$ cat src/rtl/ball_controller.sv
// Pong ball/score engine: step_en-paced motion with wall and paddle bounces, scoring and game sequencing.
// All outputs are registered; a step_en pulse is reflected on the outputs one cycle later.
module ball_controller #(
    parameter int DISP_COLS   = 800,
    parameter int DISP_ROWS   = 600,
    parameter int BALL_HALF   = 4,
    parameter int PADDLE_HALF = 40,
    parameter int L_FACE_COL  = 24,
    parameter int R_FACE_COL  = 775,
    parameter int HOLD_STEPS  = 60,
    parameter int WIN_SCORE   = 9
) (
    input  logic        clk,
    input  logic        rst,
    input  logic        step_en,
    input  logic        serve,
    input  logic [11:0] l_paddle_row,
    input  logic [11:0] r_paddle_row,
    output logic [11:0] ball_center_col,
    output logic [11:0] ball_center_row,
    output logic [1:0]  ball_direction,
    output logic [3:0]  score_l,
    output logic [3:0]  score_r,
    output logic [2:0]  state,
    output logic        point
);

    typedef enum logic [2:0] {
        S_IDLE  = 3'd0,
        S_PLAY  = 3'd1,
        S_POINT = 3'd2,
        S_OVER  = 3'd3
    } state_e;

    localparam int HW = (HOLD_STEPS > 1) ? $clog2(HOLD_STEPS) : 1;
    localparam logic [HW-1:0]     HOLD_LAST = HW'(HOLD_STEPS - 1);
    localparam logic [11:0]       CEN_C     = 12'(DISP_COLS / 2);
    localparam logic [11:0]       CEN_R     = 12'(DISP_ROWS / 2);
    localparam logic [11:0]       BH_U      = 12'(BALL_HALF);
    localparam logic [11:0]       BOT_ROW   = 12'(DISP_ROWS - 1 - BALL_HALF);
    localparam logic [11:0]       R_MISS    = 12'(DISP_COLS - 1 - BALL_HALF);
    localparam logic signed [12:0] BH_S     = 13'(BALL_HALF);
    localparam logic signed [12:0] LF_S     = 13'(L_FACE_COL);
    localparam logic signed [12:0] RF_S     = 13'(R_FACE_COL);
    localparam logic signed [12:0] REACH    = 13'(PADDLE_HALF + BALL_HALF);
    localparam logic [3:0]        WIN4      = 4'(WIN_SCORE);

    // direction bit 1 = moving right, bit 0 = moving down
    state_e         state_q, state_d;
    logic [11:0]    col_q, col_d, row_q, row_d;
    logic [1:0]     dir_q, dir_d;
    logic [3:0]     sl_q, sl_d, sr_q, sr_d;
    logic           point_q, point_d;
    logic [HW-1:0]  hold_q, hold_d;

    logic signed [12:0] col_s, row_s, dl, dr, adl, adr;
    logic               hright, vdown;

    always_comb begin
        col_s = $signed({1'b0, col_q});
        row_s = $signed({1'b0, row_q});
        dl    = row_s - $signed({1'b0, l_paddle_row});
        dr    = row_s - $signed({1'b0, r_paddle_row});
        adl   = (dl < 0) ? -dl : dl;
        adr   = (dr < 0) ? -dr : dr;
    end

    always_comb begin
        state_d = state_q;
        col_d   = col_q;
        row_d   = row_q;
        dir_d   = dir_q;
        sl_d    = sl_q;
        sr_d    = sr_q;
        point_d = 1'b0;
        hold_d  = hold_q;
        hright  = dir_q[1];
        vdown   = dir_q[0];
        case (state_q)
            S_IDLE: begin
                col_d = CEN_C;
                row_d = CEN_R;
                if (serve) state_d = S_PLAY;
            end
            S_PLAY: if (step_en) begin
                // a miss freezes the ball where it is and beats any bounce
                if (!dir_q[1] && col_q <= BH_U) begin
                    sr_d    = (sr_q < WIN4) ? sr_q + 4'd1 : sr_q;
                    point_d = 1'b1;
                    hold_d  = '0;
                    state_d = S_POINT;
                end else if (dir_q[1] && col_q >= R_MISS) begin
                    sl_d    = (sl_q < WIN4) ? sl_q + 4'd1 : sl_q;
                    point_d = 1'b1;
                    hold_d  = '0;
                    state_d = S_POINT;
                end else begin
                    if (!dir_q[0] && row_q <= BH_U)        vdown = 1'b1;
                    else if (dir_q[0] && row_q >= BOT_ROW) vdown = 1'b0;
                    if (!dir_q[1] && (col_s - BH_S) <= LF_S && adl <= REACH)     hright = 1'b1;
                    else if (dir_q[1] && (col_s + BH_S) >= RF_S && adr <= REACH) hright = 1'b0;
                    dir_d = {hright, vdown};
                    col_d = hright ? col_q + 12'd1 : col_q - 12'd1;
                    row_d = vdown  ? row_q + 12'd1 : row_q - 12'd1;
                end
            end
            S_POINT: if (step_en) begin
                if (hold_q == HOLD_LAST) begin
                    hold_d = '0;
                    if (sl_q == WIN4 || sr_q == WIN4) begin
                        state_d = S_OVER;
                    end else begin
                        // horizontal bit still points at the side that conceded
                        col_d   = CEN_C;
                        row_d   = CEN_R;
                        dir_d   = {dir_q[1], 1'b1};
                        state_d = S_IDLE;
                    end
                end else begin
                    hold_d = hold_q + HW'(1);
                end
            end
            S_OVER: if (serve) begin
                sl_d    = 4'd0;
                sr_d    = 4'd0;
                col_d   = CEN_C;
                row_d   = CEN_R;
                state_d = S_IDLE;
            end
            default: state_d = S_IDLE;
        endcase
    end

    always_ff @(posedge clk or posedge rst) begin
        if (rst) begin
            state_q <= S_IDLE;
            col_q   <= CEN_C;
            row_q   <= CEN_R;
            dir_q   <= 2'b11;
            sl_q    <= 4'd0;
            sr_q    <= 4'd0;
            point_q <= 1'b0;
            hold_q  <= '0;
        end else begin
            state_q <= state_d;
            col_q   <= col_d;
            row_q   <= row_d;
            dir_q   <= dir_d;
            sl_q    <= sl_d;
            sr_q    <= sr_d;
            point_q <= point_d;
            hold_q  <= hold_d;
        end
    end

    assign ball_center_col = col_q;
    assign ball_center_row = row_q;
    assign ball_direction  = dir_q;
    assign score_l         = sl_q;
    assign score_r         = sr_q;
    assign state           = state_q;
    assign point           = point_q;

endmodule

$ cat config.mk
export PLATFORM = sky130hd
export DESIGN_NAME = ball_controller
export DESIGN_NICKNAME = d
export VERILOG_FILES = /design/src/rtl/ball_controller.sv
export SDC_FILE = /design/constraint.sdc
export NUM_CORES = 1
export LEC_CHECK = 0
export CORE_UTILIZATION = 58
export CTS_CLUSTER_SIZE = 16
export DETAILED_ROUTE_END_ITERATION = 7
export PLACE_DENSITY = 0.81
export RECOVER_POWER = 25
export SLEW_MARGIN = 20
export SYNTH_ARGS = -nofsm -noshare
export SYNTH_HDL_FRONTEND = slang
export SYNTH_SLANG_ARGS = --single-unit
$ cat constraint.sdc
create_clock -name clk -period 5.9 [get_ports clk]
set_input_delay 0.59 -clock clk [delete_from_list [all_inputs] [get_ports clk]]
set_output_delay 0.59 -clock clk [all_outputs]
set_load 0.01 [all_outputs]
== Word-level counts from Yosys, hierarchy flattened ==
Index checks and enable logic that the tools add are counted.

* Register bits: 44
* Input port bits: 28
* Output and inout bits: 38

* Add/subtract/negate cells: 13
* Order comparisons: 12
* Equality and inequality tests: 19
* Mux-type cells: 68
* Bitwise logic cells: 3
* Reduce and logical (&&, ||, !) cells: 22

{| class="wikitable"
|+ Operators by type and width
! cell !! count
|-
| 12-bit two-way mux || 16
|-
| 12-bit one-hot mux with 4 select lines || 2
|-
| 4-bit two-way mux || 8
|-
| 6-bit two-way mux || 5
|-
| 13-bit by 7-bit less-or-equal comparator with 1-bit output, second input constant || 2
|-
| 13-bit by 1-bit < comparator with 1-bit output, second input constant || 2
|-
| 13-bit two-way mux || 2
|-
| 13-bit negator || 2
|-
| 12-bit by 12-bit subtractor with 13-bit output || 2
|-
| 12-bit by 1-bit adder with 12-bit output, second input constant || 2
|-
| 12-bit by 10-bit greater-or-equal comparator with 1-bit output, second input constant || 2
|-
| 12-bit by 3-bit less-or-equal comparator with 1-bit output, second input constant || 2
|-
| 2-bit inequality test, second input constant || 12
|-
| 12-bit by 1-bit subtractor with 12-bit output, second input constant || 2
|-
| 3-bit two-way mux || 7
|-
| 1-bit two-way mux || 19
|-
| 4-bit one-hot mux with 2 select lines || 2
|-
| 12-bit by 3-bit adder with 13-bit output, second input constant || 1
|-
| 13-bit by 11-bit greater-or-equal comparator with 1-bit output, second input constant || 1
|-
| 13-bit by 6-bit less-or-equal comparator with 1-bit output, second input constant || 1
|-
| 12-bit by 3-bit subtractor with 13-bit output, second input constant || 1
|-
| 3-bit one-hot mux with 4 select lines || 1
|-
| 6-bit one-hot mux with 2 select lines || 1
|-
| 6-bit AND reduction || 2
|-
| other kinds (21) || 40
|}

== Longest topological paths before layout ==
Gate-level depths: netlist (run 1).

* Word-level depth: 16
* Depth in mapped cells: 25

== Worst setup path before layout (run 1) ==
No wires, ideal clock.

* Kind: in2reg
* Start: in r_paddle_row[0]
* End: reg col_q[11], in the netlist ball_center_col[11]
* Arrival time: 5110 ps
* Setup slack: 663 ps
* Stages: 22
* Cells stage by stage: ha_1 fa_1 nand2b_1 a21oi_1 xnor2_2 o2111ai_2 nand3b_4 or4b_4 o31ai_4 o21a_4 ha_1 a21o_1 a21oi_1 o21bai_1 a21oi_1 o21bai_1 a21oi_1 o21ai_0 o41a_1 and4b_2 mux2i_1 nand3_1

* Cells in the longest elaborated chain, start to end: 16
* Elaborated cells between the ends (all ways): 17
* Those cells by class: add/sub (2); order compare (2); mux (12); reduce/logical (1)

{| class="wikitable"
|+ RTL lines
! what !! RTL line !! RTL
|-
| start, declared || 18 || <nowiki>input logic [11:0] r_paddle_row,</nowiki>
|-
| 12-bit by 12-bit subtractor with 13-bit output * || 63 || <nowiki>dr = row_s - $signed({1'b0, r_paddle_row});</nowiki>
|-
| 13-bit negator / 13-bit by 1-bit < comparator with 1-bit output (equally long branches) || 65 || <nowiki>adr = (dr < 0) ? -dr : dr;</nowiki>
|-
| 13-bit two-way mux * || 65 ||
|-
| 13-bit by 7-bit less-or-equal comparator with 1-bit output * || 101 || <nowiki>else if (dir_q[1] && (col_s + BH_S) >= RF_S && adr <= REACH) hright = 1'b0;</nowiki>
|-
| 1-bit logical AND * || 101 ||
|-
| 1-bit two-way mux * || 101 ||
|-
| 1-bit two-way mux * || 100 || <nowiki>if (!dir_q[1] && (col_s - BH_S) <= LF_S && adl <= REACH) hright = 1'b1;</nowiki>
|-
| 1-bit two-way mux * || 92 || <nowiki>end else if (dir_q[1] && col_q >= R_MISS) begin</nowiki>
|-
| 1-bit two-way mux * || 87 || <nowiki>if (!dir_q[1] && col_q <= BH_U) begin</nowiki>
|-
| 1-bit two-way mux * || 85 || <nowiki>S_PLAY: if (step_en) begin</nowiki>
|-
| 1-bit two-way mux * || 79 || <nowiki>case (state_q)</nowiki>
|-
| 12-bit two-way mux * || 103 || <nowiki>col_d = hright ? col_q + 12'd1 : col_q - 12'd1;</nowiki>
|-
| 12-bit two-way mux * || 92 ||
|-
| 12-bit two-way mux * || 87 ||
|-
| 12-bit two-way mux * || 85 ||
|-
| 12-bit one-hot mux with 4 select lines * || 79 ||
|-
| end signal, assigned || 146 || <nowiki>col_q <= col_d;</nowiki>
|-
| end, declared || 50 || <nowiki>logic [11:0] col_q, col_d, row_q, row_d;</nowiki>
|}

Every way passes the cells marked *; elsewhere a longest branch is shown, timed or not. The select of a mux whose other input is x is not followed.
A chain may end at the register's enable or synchronous reset.

== Worst setup path after layout (run 1) ==
* Start: in r_paddle_row[1]
* End: reg col_q[11], in the netlist ball_center_col[11]

Same word-level chain as after synthesis.

==> results of run 1 <==
## sequential cells by signal, indices dropped and copies added (netlist names)
name	count
ball_center_col	12
ball_center_row	12
hold_q	6
score_l	4
score_r	4
ball_direction	2
state	2
point	1
## worst max-delay path by stage
stage / startpoint / end / slack (ns)
2_1_floorplan: r_paddle_row[0] / ball_center_col[11] / 0.66
3_3_place_gp: l_paddle_row[0] / ball_center_col[11] / 0.05
3_5_place_dp: l_paddle_row[0] / ball_center_col[11] / -0.18
4_1_cts: l_paddle_row[0] / ball_center_col[11] / 0.11
5_1_grt: l_paddle_row[0] / ball_center_col[11] / -0.06
6_report: r_paddle_row[1] / ball_center_col[11] / 0.20
## cells in the mapped netlist (4+ instances only)
cell type / n
a211oi_1: 8
nand2_1: 58
nand4_1: 6
o21a_1: 6
nor2_2: 4
a211o_1: 5
nand2b_1: 9
inv_1: 61
mux2i_1: 7
a21oi_1: 49
nor2_1: 44
fa_1: 4
dfrtp_1: 34
a21o_1: 9
ha_1: 60
nand3b_1: 4
xnor2_1: 24
dfstp_2: 9
nor2b_1: 6
o211ai_1: 6
nand3_1: 18
o22a_1: 4
o21bai_1: 13
buf_6: 5
xor2_1: 11
nor3_1: 12
and3_1: 5
o21ai_0: 48
a31oi_1: 10
o22ai_1: 7
clkbuf_1: 9
nor4_1: 5
## power breakdown
part           switching, mW  internal (mW)
Clock                  0.113          0.126
Combinational          0.991          0.756
Sequential             0.142          0.384
Total                   1.25           1.27
## metal layers
layer,up-vias,GRT usage (%),part of all wire (%)
met5,-,0,0
met4,0,9.07,1.7
met3,26,2.48,5.8
met2,194,50.0,49
met1,2513,36.3,43
li1,2563,-,-
## cell families after synthesis
family / share of synthesized area [%]
AOI/OAI and AO/OA: 28.9
xor gates and xnor gates: 6.44
adders and majority gates: 15.3
buffers and inverters: 6.54
DFF: 20.0
muxes: 1.70
other: 0.0690
and+or+nand+nor: 21.1
## layout by cell type (no fill, tap or decap), types with 9 or more instances in the layout
master,instances
clkdlybuf4s50_1,63
inv_1,61
ha_1,60
nand2_1,58
o21ai_0,48
a21oi_1,45
nor2_1,44
dfrtp_1,33
xnor2_1,24
nand3_1,18
o21bai_1,13
nor3_1,12
xor2_1,10
nand2b_1,9
a21o_1,9
a31oi_1,9
dfstp_2,9
buf_4,9
## cell type report
class                   count  share of cell area, %
inverters                  61                   3.62
repair buffers             74                   11.3
clock inverters             3                  0.693
flip-flops and latches     43                   17.2
clock buffers               5                   1.09
multi-input cells         541                   64.0
well taps                 108                   2.14
## critical path: cells and delay by family
family / cells / cell delay (ns)
adders and majority gates: 2 / 0.63
AOI/OAI and AO/OA: 12 / 2.36
buffers and inverters: 2 / 0.60
and+or+nand+nor: 6 / 1.25
muxes: 2 / 0.43
## stage by stage
stage / instance area, um^2 / cells / setup TNS [ns] / hold slack [ns] / power, mW
4_1_cts: 6270 / 834 / 0 / 0.496 / 2.47
3_5_place_dp: 6150 / 826 / -0.179 / 0.484 / 2.22
6_report: 6320 / 835 / 0 / 0.499 / 2.51
3_3_place_gp: 6150 / 826 / 0 / 0.471 / 2.16
2_1_floorplan: 5440 / 664 / 0 / 0.446 / 1.79
5_1_grt: 6320 / 835 / -0.0596 / 0.511 / 2.72
## timing repair
item                                    in CTS  in global routing
endpoints found under the setup margin       0                  1
setup buffers                                0                  1
resized for setup                            0                 12
==> results.ini, run 1 <==
[floorplanning]
fp.dieH_um=98.8
starting_density_pct=61.1
die_w_um=98.8
core_region_area_um2=8890
die-area_um2=9760
std_cell_rows=34
top_level_ports=66

[sta]
timing.final.ws_setup_ns=0.202
hold_violations=0
timing.final.crit_share_pct=96.6
setup_violations=0
fin_crit_ns=5.70
timing_worst_slew_pin_value_ns=2.29
timing.max_slew.rel_slack_pct=-52.5
clock-skew-final_ns=0.00704
report.final.slew_viol_count=44
max_clock_freq_ghz=0.176

[cts]
ctsHtreeMaxLevel=2
cts_tree=built
count_of_hold_fix_buffers_inserted_at_cts=0
clkLatencyLatePin_ns=0.31
cts_num_sinks=43
clockBufferDepth=2
clk_root_buffer_cell=clkbuf_8
clk_pin_slew_worst_paths_ns=0.09
tritoncts.num_buffers=5

[setup_path]
critical_path.startpoint_type=primary input
reg2reg_to=ball_center_col[11]
reg2reg_launch_point=ball_center_row[0]
timing.critical_path.cells=clkdlybuf4s50_1 -> inv_1 -> ha_1 -> and2b_1 -> o2111a_1 -> nor4_4 -> o2111ai_1 -> nor4b_2 -> mux2i_1 -> a2bb2oi_2 -> nor4_4 -> o21a_4 -> ha_1 -> a21o_1 -> a21oi_1 -> o21bai_1 -> a21oi_2 -> o21bai_1 -> a21oi_2 -> o21ai_0 -> o41a_1 -> and4b_2 -> mux2i_1 -> nand3_1
worstPathRequired_ns=6.08
cp_max_delay_cell=clkdlybuf4s50_1
critPathKind=primary input to flop
setup_slack_of_the_worst_register_to_register_path_ns=0.31
worst-r2r-cell-count=24
cp_data_arrival_time_ns=5.88
crit_path_max_incr_delay_ns=0.54
critPathMaxFanout=5
critical_path.endpoint_type=flop

[layout]
final_core_util_pct=71.1
multiInputGateArea_um2=4050
nFillCells=723
synthToLayoutAreaGrowth_pct=16.3
n_antenna_cell=0
seqCellArea_um2=1090
nets=818
layout-drive-gt1-share_pct=11.8

[global_route]
number_of_antenna_violations_at_the_first_check_in_global_routing=0
globalRoute.totalOverflow=0
via_count_of_the_first_global_routing_pass=4976
global_route_wire_length_before_repair_mm=22.6
maximum_number_of_pins_on_one_net_before_global_route_repair=44
groute.usage.overall_pct=28.2

[yosys]
mean_instance_size_in_the_synthesized_netlist_um2=8.19
yosysTopAreaCell=dfrtp_1
synth_largest_type_area_fraction_pct=15.7
postSynthRegisterBits=43
seq_area_frac_synth_pct=20.0
synth.cell_area_um2=5440
postSynthCellCount=664
synth_top_flop_cell=dfrtp_1
synth_edf_count=0
synth.yosys.warnings=0
syn-num-nets=756
postSynth.asyncResetShare_pct=100
ys_top_cells_by_area=dfrtp_1 16%, ha_1 14%, a21oi_1 4.5%
synth_cell_types=103

[min_path]
worst_hold_path.num_cells=1
hold_class=flop to flop
hold_path.startpoint=hold_q[5]
min_delay_worst_endpoint=hold_q[5]

[detailed_routing]
detail-route-antenna-nets=0
finalWirelength_mm=13.9
post_drt_via_cell_ratio=6.34
remaining_drc_errors=0
detailedRoute.firstPassIterationCount=5
wire_per_inst_um=16.6
drt_first_iter_violations=244
vias=5296

[power_and_ir_drop]
ir_drop_mv=0.240
power.static_leakage_nw=2.72
pwr_density_cell_nw_per_um2=397

[status]
violations_in_the_final_reports=max-capacitance violations, max-slew violations
outcome=complete, but fails checks

[placement]
place_congestion=0.899
dp.final_hpwl_mm=10.3
port-buffer-count=64
placement.setup.worst_slack_ns=-0.179

[run]
max_cap_check_violation_count=1

(Power assumes the default switching activity.)
==> inputs of run 2 (changes only) <==
--- a/config.mk
+++ b/config.mk
@@ -5,6 +5,7 @@
 export SDC_FILE = /design/constraint.sdc
 export NUM_CORES = 1
 export LEC_CHECK = 0
+export CORE_MARGIN = 4
 export CORE_UTILIZATION = 58
 export CTS_CLUSTER_SIZE = 16
 export DETAILED_ROUTE_END_ITERATION = 7
==> run 2 against run 1 <==
Compared with the run above:
- the run still ends with max-capacitance violations, max-slew violations left
- fmax is essentially flat
- utilization down 2.2 points
- count of clock-buffer cells in the layout up 2
- sequential power fell by 1%
- global-route usage decreased by 3.1 points
- critical path depth increased by 1
- clock power decreased by 8.4%
- worst hold slack improved by 0.0053 ns
- largest power group unchanged
==> results.ini, run 2 (synthesis gave the netlist of run 1 again) <==
[status]
outcome=complete, but fails checks
violations_in_the_final_reports=max-capacitance violations, max-slew violations

[sta]
timing.max_slew.rel_slack_pct=-57.6  ; -5.1 points
setup_violations=0  ; unchanged
max_clock_freq_ghz=0.175  ; about the same
final.setup.tns_ns=0  ; unchanged
timing_worst_slew_pin_value_ns=2.36  ; +0.0769 ns
clock-skew-final_ns=0.00855  ; +0.00150 ns
report.final.slew_viol_count=44  ; unchanged
timing.final.crit_share_pct=96.6  ; about the same
hold_violations=0  ; unchanged
fin_crit_ns=5.70  ; +0.00341 ns
final.hold.worst_slack_ns=0.504  ; +0.00532 ns

[setup_path]
critical_path.endpoint_type=flop
worstPathRequired_ns=6.09  ; about the same
cp_max_delay_cell=fa_2
critPathKind=primary input to flop
critical_path.n_buffers_inverters=2  ; unchanged
critPathMaxFanout=4  ; -1
cp_data_arrival_time_ns=5.89  ; about the same
critical-path-top-cell-by-count=a21oi_2
crit_path_max_incr_delay_ns=0.47  ; -0.07 ns
cp_top_family=compound AO/OA/AOI/OAI gates
critical_path.startpoint_type=primary input

[power_and_ir_drop]
power.share.sequential_pct=20.7  ; -0.2 points
share_clk_of_total_power_pct=8.7  ; -0.8 points
p_int_mw=1.26  ; -0.84%
fin_total_pwr_mw=2.51  ; -0.20%
net-switching-power_mw=1.25  ; +0.44%
combinationalPowerShare_pct=70.5  ; +0.9 points
net_sw_share_pct=49.9  ; +0.32 points
ir_drop_mv=0.252  ; +5.1%
power.static_leakage_nw=2.72  ; +0.14%
pwr_density_cell_nw_per_um2=395  ; -0.48%

[floorplanning]
die-area_um2=11000  ; +13%
starting_density_pct=59.1  ; -2.0 points
core_region_area_um2=9200  ; +3.4%
fp.dieH_um=105  ; +6.1%
die_w_um=105  ; +6.1%
std_cell_rows=35  ; +2.9%
top_level_ports=66  ; unchanged

[layout]
synthToLayoutAreaGrowth_pct=16.6
layout_common_cells=63 x clkdlybuf4s50_1, 61 x inv_1, 59 x ha_1
finalInstanceArea_um2=6340  ; +0.28%
layout-drive-gt1-share_pct=12.1  ; +0.28 points
nets=818  ; unchanged
layout.cells.most_common=clkdlybuf4s50_1
n_antenna_cell=0  ; unchanged
final_core_util_pct=69.0  ; -2.2 points

[placement]
dp.final_hpwl_mm=10.7  ; +4.5%
place_area_um2=6160  ; about the same
port-buffer-count=64  ; unchanged
place_congestion=0.897  ; -0.18%

[cts]
clkLatencyLatePin_ns=0.30  ; about the same
tritoncts.num_buffers=5  ; unchanged
clk_root_buffer_cell=clkbuf_8
ctsHtreeMaxLevel=2  ; unchanged
clk_pin_slew_worst_paths_ns=0.09  ; about the same
clockBufferDepth=2  ; unchanged
cts_tree=built
count_of_hold_fix_buffers_inserted_at_cts=0  ; unchanged
cts_num_sinks=43  ; unchanged

[detailed_routing]
detail-route-antenna-nets=0  ; unchanged
post_drt_via_cell_ratio=6.32  ; -0.36%
vias=5296  ; unchanged
drt_first_iter_violations=238  ; -2.5%
wire_per_inst_um=16.9  ; +1.8%
remaining_drc_errors=0  ; unchanged
detailedRoute.firstPassIterationCount=5  ; unchanged
finalWirelength_mm=14.2  ; +2.2%

[global_route]
globalRoute.totalOverflow=0  ; unchanged
number_of_antenna_violations_at_the_first_check_in_global_routing=0  ; unchanged
groute.usage.overall_pct=25.2  ; -3.1 points
maximum_number_of_pins_on_one_net_before_global_route_repair=44  ; unchanged
global_route_wire_length_before_repair_mm=23.5  ; +4.0%
via_count_of_the_first_global_routing_pass=5079  ; +2.1%

[min_path]
hold_class=flop to flop

[run]
max_cap_check_violation_count=1  ; unchanged

## run 2: power groups by stage
stage | Combinational (mW) | Sequential (mW) | Clock [mW]
after floorplan | 1.29 | 0.505 | 0
after global placement | 1.64 | 0.517 | 0
after detailed placement | 1.70 | 0.522 | 0
after CTS | 1.72 | 0.518 | 0.223
after global routing | 1.96 | 0.535 | 0.232
final | 1.77 | 0.520 | 0.219
## run 2: routing by layer
metal	routed length (um)	GRT usage (%)	vias to the layer above
li1	-	-	2556
met4	271	7.40	0
met3	641	2.10	23
met2	7220	45.0	185
met5	0	0	-
met1	6030	32.2	2532
## run 2: per-stage QoR
stage / std cells / setup WS (ns)
floorplan: 664 / 0.663
global placement: 829 / 0.0826
detailed placement: 829 / -0.0798
CTS: 837 / 0.199
global route: 838 / -0.0302
finish: 838 / 0.199
## run 2: worst paths after layout
check                              startpoint             endpoint  slack, ns  cells after the start
setup / recovery              l_paddle_row[0]  ball_center_col[11]       0.20                     25
hold / removal                      hold_q[5]            hold_q[5]       0.50                      1
hold reg to reg                     hold_q[5]            hold_q[5]       0.50                      1
setup reg to reg           ball_center_row[0]  ball_center_col[11]       0.41                     25
min in group asynchronous                 rst            hold_q[1]       1.59                      3
max in group asynchronous                 rst   ball_center_col[6]       2.95                      3
## run 2: final cells by class
cell class / count / area (um^2)
clock buffers: 7 / 96.3
clock inverters: 1 / 7.51
fillers: 752 / 2860
inverters: 61 / 229
multi-input cells: 541 / 4070
flip-flops and latches: 43 / 1090
well taps: 111 / 139
repair buffers: 74 / 712
## run 2: what timing repair did
| item | 4_1_cts | 5_1_grt |
|---|---|---|
| gates resized for setup | 0 | 17 |
| buffers inserted | 0 | 1 |
| endpoints found under the setup margin | 0 | 2 |
==> inputs of run 3 (changes only) <==
--- a/config.mk
+++ b/config.mk
@@ -5,6 +5,8 @@
 export SDC_FILE = /design/constraint.sdc
 export NUM_CORES = 1
 export LEC_CHECK = 0
+export ABC_AREA = 1
+export CORE_ASPECT_RATIO = 1.2
 export CORE_MARGIN = 4
 export CORE_UTILIZATION = 58
 export CTS_CLUSTER_SIZE = 16
==> run 3 against run 2 <==
Compared with the run above:
- the run still ends with max-capacitance violations, max-slew violations left
- power is 52% higher
- cell area is 0.20% lower
- largest power group unchanged
- combinational power is 68% higher
- via count is 9.2% higher
- register-to-register slack better by 0.37 ns
- sequential power is 16% higher
- die area is 0.97% higher
- fmax is 11% higher
==> results.ini, run 3 <==
[sta]
max_clock_freq_ghz=0.194  ; +11%
timing.final.crit_share_pct=87.2  ; -9.4 points
report.final.slew_viol_count=44  ; unchanged
setup_violations=0  ; unchanged
fin_crit_ns=5.15  ; -0.556 ns
timing_worst_slew_pin_value_ns=2.36  ; -0.00614 ns
grt_setup_unrepaired=false
timing.final.ws_setup_ns=0.755  ; +0.556 ns
timing.max_slew.rel_slack_pct=-57.2  ; +0.41 points
clock-skew-final_ns=0.00860  ; +0.0000577 ns
final.setup.tns_ns=0  ; unchanged
hold_violations=0  ; unchanged

[setup_path]
worstPathRequired_ns=6.14  ; +0.05 ns
crit_path_max_incr_delay_ns=0.46  ; about the same
cp_data_arrival_time_ns=5.39  ; -0.50 ns
critical-path-top-cell-by-count=nand2_1
critPathKind=primary input to flop
critical_path.startpoint_type=primary input
cp_max_delay_cell=clkdlybuf4s50_1
worst-r2r-cell-count=34  ; +36%
critical_path.endpoint_type=flop
setup_slack_of_the_worst_register_to_register_path_ns=0.78  ; +0.37 ns
critPathMaxFanout=15  ; +11

[cts]
clk_pin_slew_worst_paths_ns=0.08  ; about the same
count_of_hold_fix_buffers_inserted_at_cts=0  ; unchanged
ctsHtreeMaxLevel=2  ; unchanged
clockBufferDepth=2  ; unchanged
count_of_buffers_added_by_post_cts_timing_repair_for_setup=0  ; unchanged
cts_tree=built
clk_root_buffer_cell=clkbuf_8
post_cts_resize_count=0  ; unchanged
cts_num_sinks=43  ; unchanged
tritoncts.num_buffers=5  ; unchanged
clkLatencyLatePin_ns=0.30  ; about the same

[global_route]
maximum_number_of_pins_on_one_net_before_global_route_repair=44  ; unchanged
globalRoute.totalOverflow=0  ; unchanged
via_count_of_the_first_global_routing_pass=5624  ; +11%
number_of_antenna_violations_at_the_first_check_in_global_routing=0  ; unchanged
global_route_wire_length_before_repair_mm=24.6  ; +4.5%
groute.usage.overall_pct=26.0  ; +0.82 points

[floorplanning]
fp.dieH_um=115  ; +9.3%
die_w_um=96.8  ; -7.6%
std_cell_rows=38  ; +8.6%
starting_density_pct=60.1  ; +1.0 points
die-area_um2=11100  ; +0.97%
core_region_area_um2=9130  ; -0.73%
top_level_ports=66  ; unchanged

[yosys]
seq_area_frac_synth_pct=19.8  ; -0.20 points
ys_top_cells_by_area=nand2_1 17%, dfrtp_1 15%, ha_1 14%
postSynthCellCount=873  ; +31%
syn-num-nets=965  ; +28%
yosysMostFrequentCell=nand2_1
postSynth.asyncResetShare_pct=100  ; unchanged
synth_common_cells=248 x nand2_1, 153 x inv_1, 84 x nand3_1, 60 x ha_1, 60 x nor2_1
postSynthRegisterBits=43  ; unchanged
synth.cell_area_um2=5490  ; +0.99%
yosysTopAreaCell=nand2_1
synth_top_flop_cell=dfrtp_1
synth_cell_types=52  ; -50%
synth_edf_count=0  ; unchanged
synth.yosys.warnings=0  ; unchanged
mean_instance_size_in_the_synthesized_netlist_um2=6.29  ; -23%
synth_largest_type_area_fraction_pct=17.0  ; +1.3 points

[layout]
layout-drive-gt1-share_pct=4.69  ; -7.4 points
layout.cells.most_common=nand2_1
layout_common_cells=248 x nand2_1, 153 x inv_1, 84 x nand3_1
layout.cells.non_filler=1059  ; +26%
synthToLayoutAreaGrowth_pct=15.3
n_antenna_cell=0  ; unchanged
nFillCells=779  ; +3.6%
nets=1030  ; +26%
final_core_util_pct=69.3  ; +0.37 points

[power_and_ir_drop]
ir_drop_mv=0.393  ; +56%
fin_total_pwr_mw=3.80  ; +52%
power.static_leakage_nw=3.40  ; +25%
pwr_density_cell_nw_per_um2=601  ; +52%

[placement]
port-buffer-count=64  ; unchanged
placement.setup.worst_slack_ns=0.486  ; +0.566 ns
place_congestion=0.848  ; -5.4%
dp.cells=1051  ; +27%
dp.final_hpwl_mm=11.3  ; +5.5%

[status]
violations_in_the_final_reports=max-capacitance violations, max-slew violations
outcome=complete, but fails checks

[detailed_routing]
remaining_drc_errors=0  ; unchanged
drt_first_iter_violations=279  ; +17%
detail-route-antenna-nets=0  ; unchanged
wire_per_inst_um=13.3  ; -21%
post_drt_via_cell_ratio=5.46  ; -14%
vias=5783  ; +9.2%
finalWirelength_mm=14.1  ; -0.20%
detailedRoute.firstPassIterationCount=5  ; unchanged

[run]
max_cap_check_violation_count=1  ; unchanged

[min_path]
hold_class=flop to flop
worst_hold_path.num_cells=1  ; unchanged

-- run 3: cell types whose count changed in the layout (fill, tap and decap cells not counted), moves of 14 or more --
cell / change
nand2_1: +190
inv_1: +92
nand3_1: +67
nor2_1: +16
xnor2_1: -16
o21ai_0: -14
-- run 3: per-layer routing --
layer / up-vias / wire (um) / track usage, %
met5: - / 0 / 0
met4: 0 / 488 / 10.8
met3: 40 / 645 / 3.60
met2: 178 / 7110 / 48.2
met1: 2609 / 5890 / 29.9
li1: 2956 / - / -
-- run 3: final cells by class --
| class | count | area [um^2] | share of cell area [%] |
|---|---|---|---|
| Timing Repair Buffer | 65 | 644 | 10.2 |
| Tap cell | 120 | 150 | 2.37 |
| Clock buffer | 8 | 100 | 1.58 |
| Inverter | 159 | 597 | 9.43 |
| Multi-Input combinational cell | 664 | 3750 | 59.3 |
| Sequential cell | 43 | 1090 | 17.2 |
-- run 3: final timing paths --
kind                               startpoint                  end
min in group asynchronous                 rst   ball_center_col[0]
setup / recovery              l_paddle_row[0]  ball_center_col[11]
hold reg to reg                     hold_q[3]            hold_q[3]
setup reg to reg           ball_center_row[0]  ball_center_col[11]
hold / removal                      hold_q[3]            hold_q[3]
max in group asynchronous                 rst           score_l[2]
-- run 3: power breakdown --
part	internal, mW	total, mW	switching, mW
registers	0.419	0.605	0.186
logic	1.16	2.98	1.82
clock network	0.107	0.211	0.104
total	1.69	3.80	2.11
-- run 3: per-stage QoR --
stage	instance area [um^2]	hold slack [ns]
after floorplan	5490	0.464
after global placement	6230	0.498
after detailed placement	6230	0.501
after CTS	6330	0.514
after global routing	6330	0.538
final	6330	0.521
-- run 3: logic make-up after synthesis --
logic type	after synthesis	share of synthesized area, %
other cells	1	0.0683
compound gates	127	13.8
fa+ha+maj	64	15.1
simple gates	446	35.1
flops	43	19.8
buf+inv	166	11.9
xor+xnor	26	4.15
-- run 3: critical path: cells and delay by family --
kind	cells	cell delay [ns]
fa+ha+maj	3	0.96
buf+inv	5	0.83
simple gates	20	1.96
compound gates	6	1.02
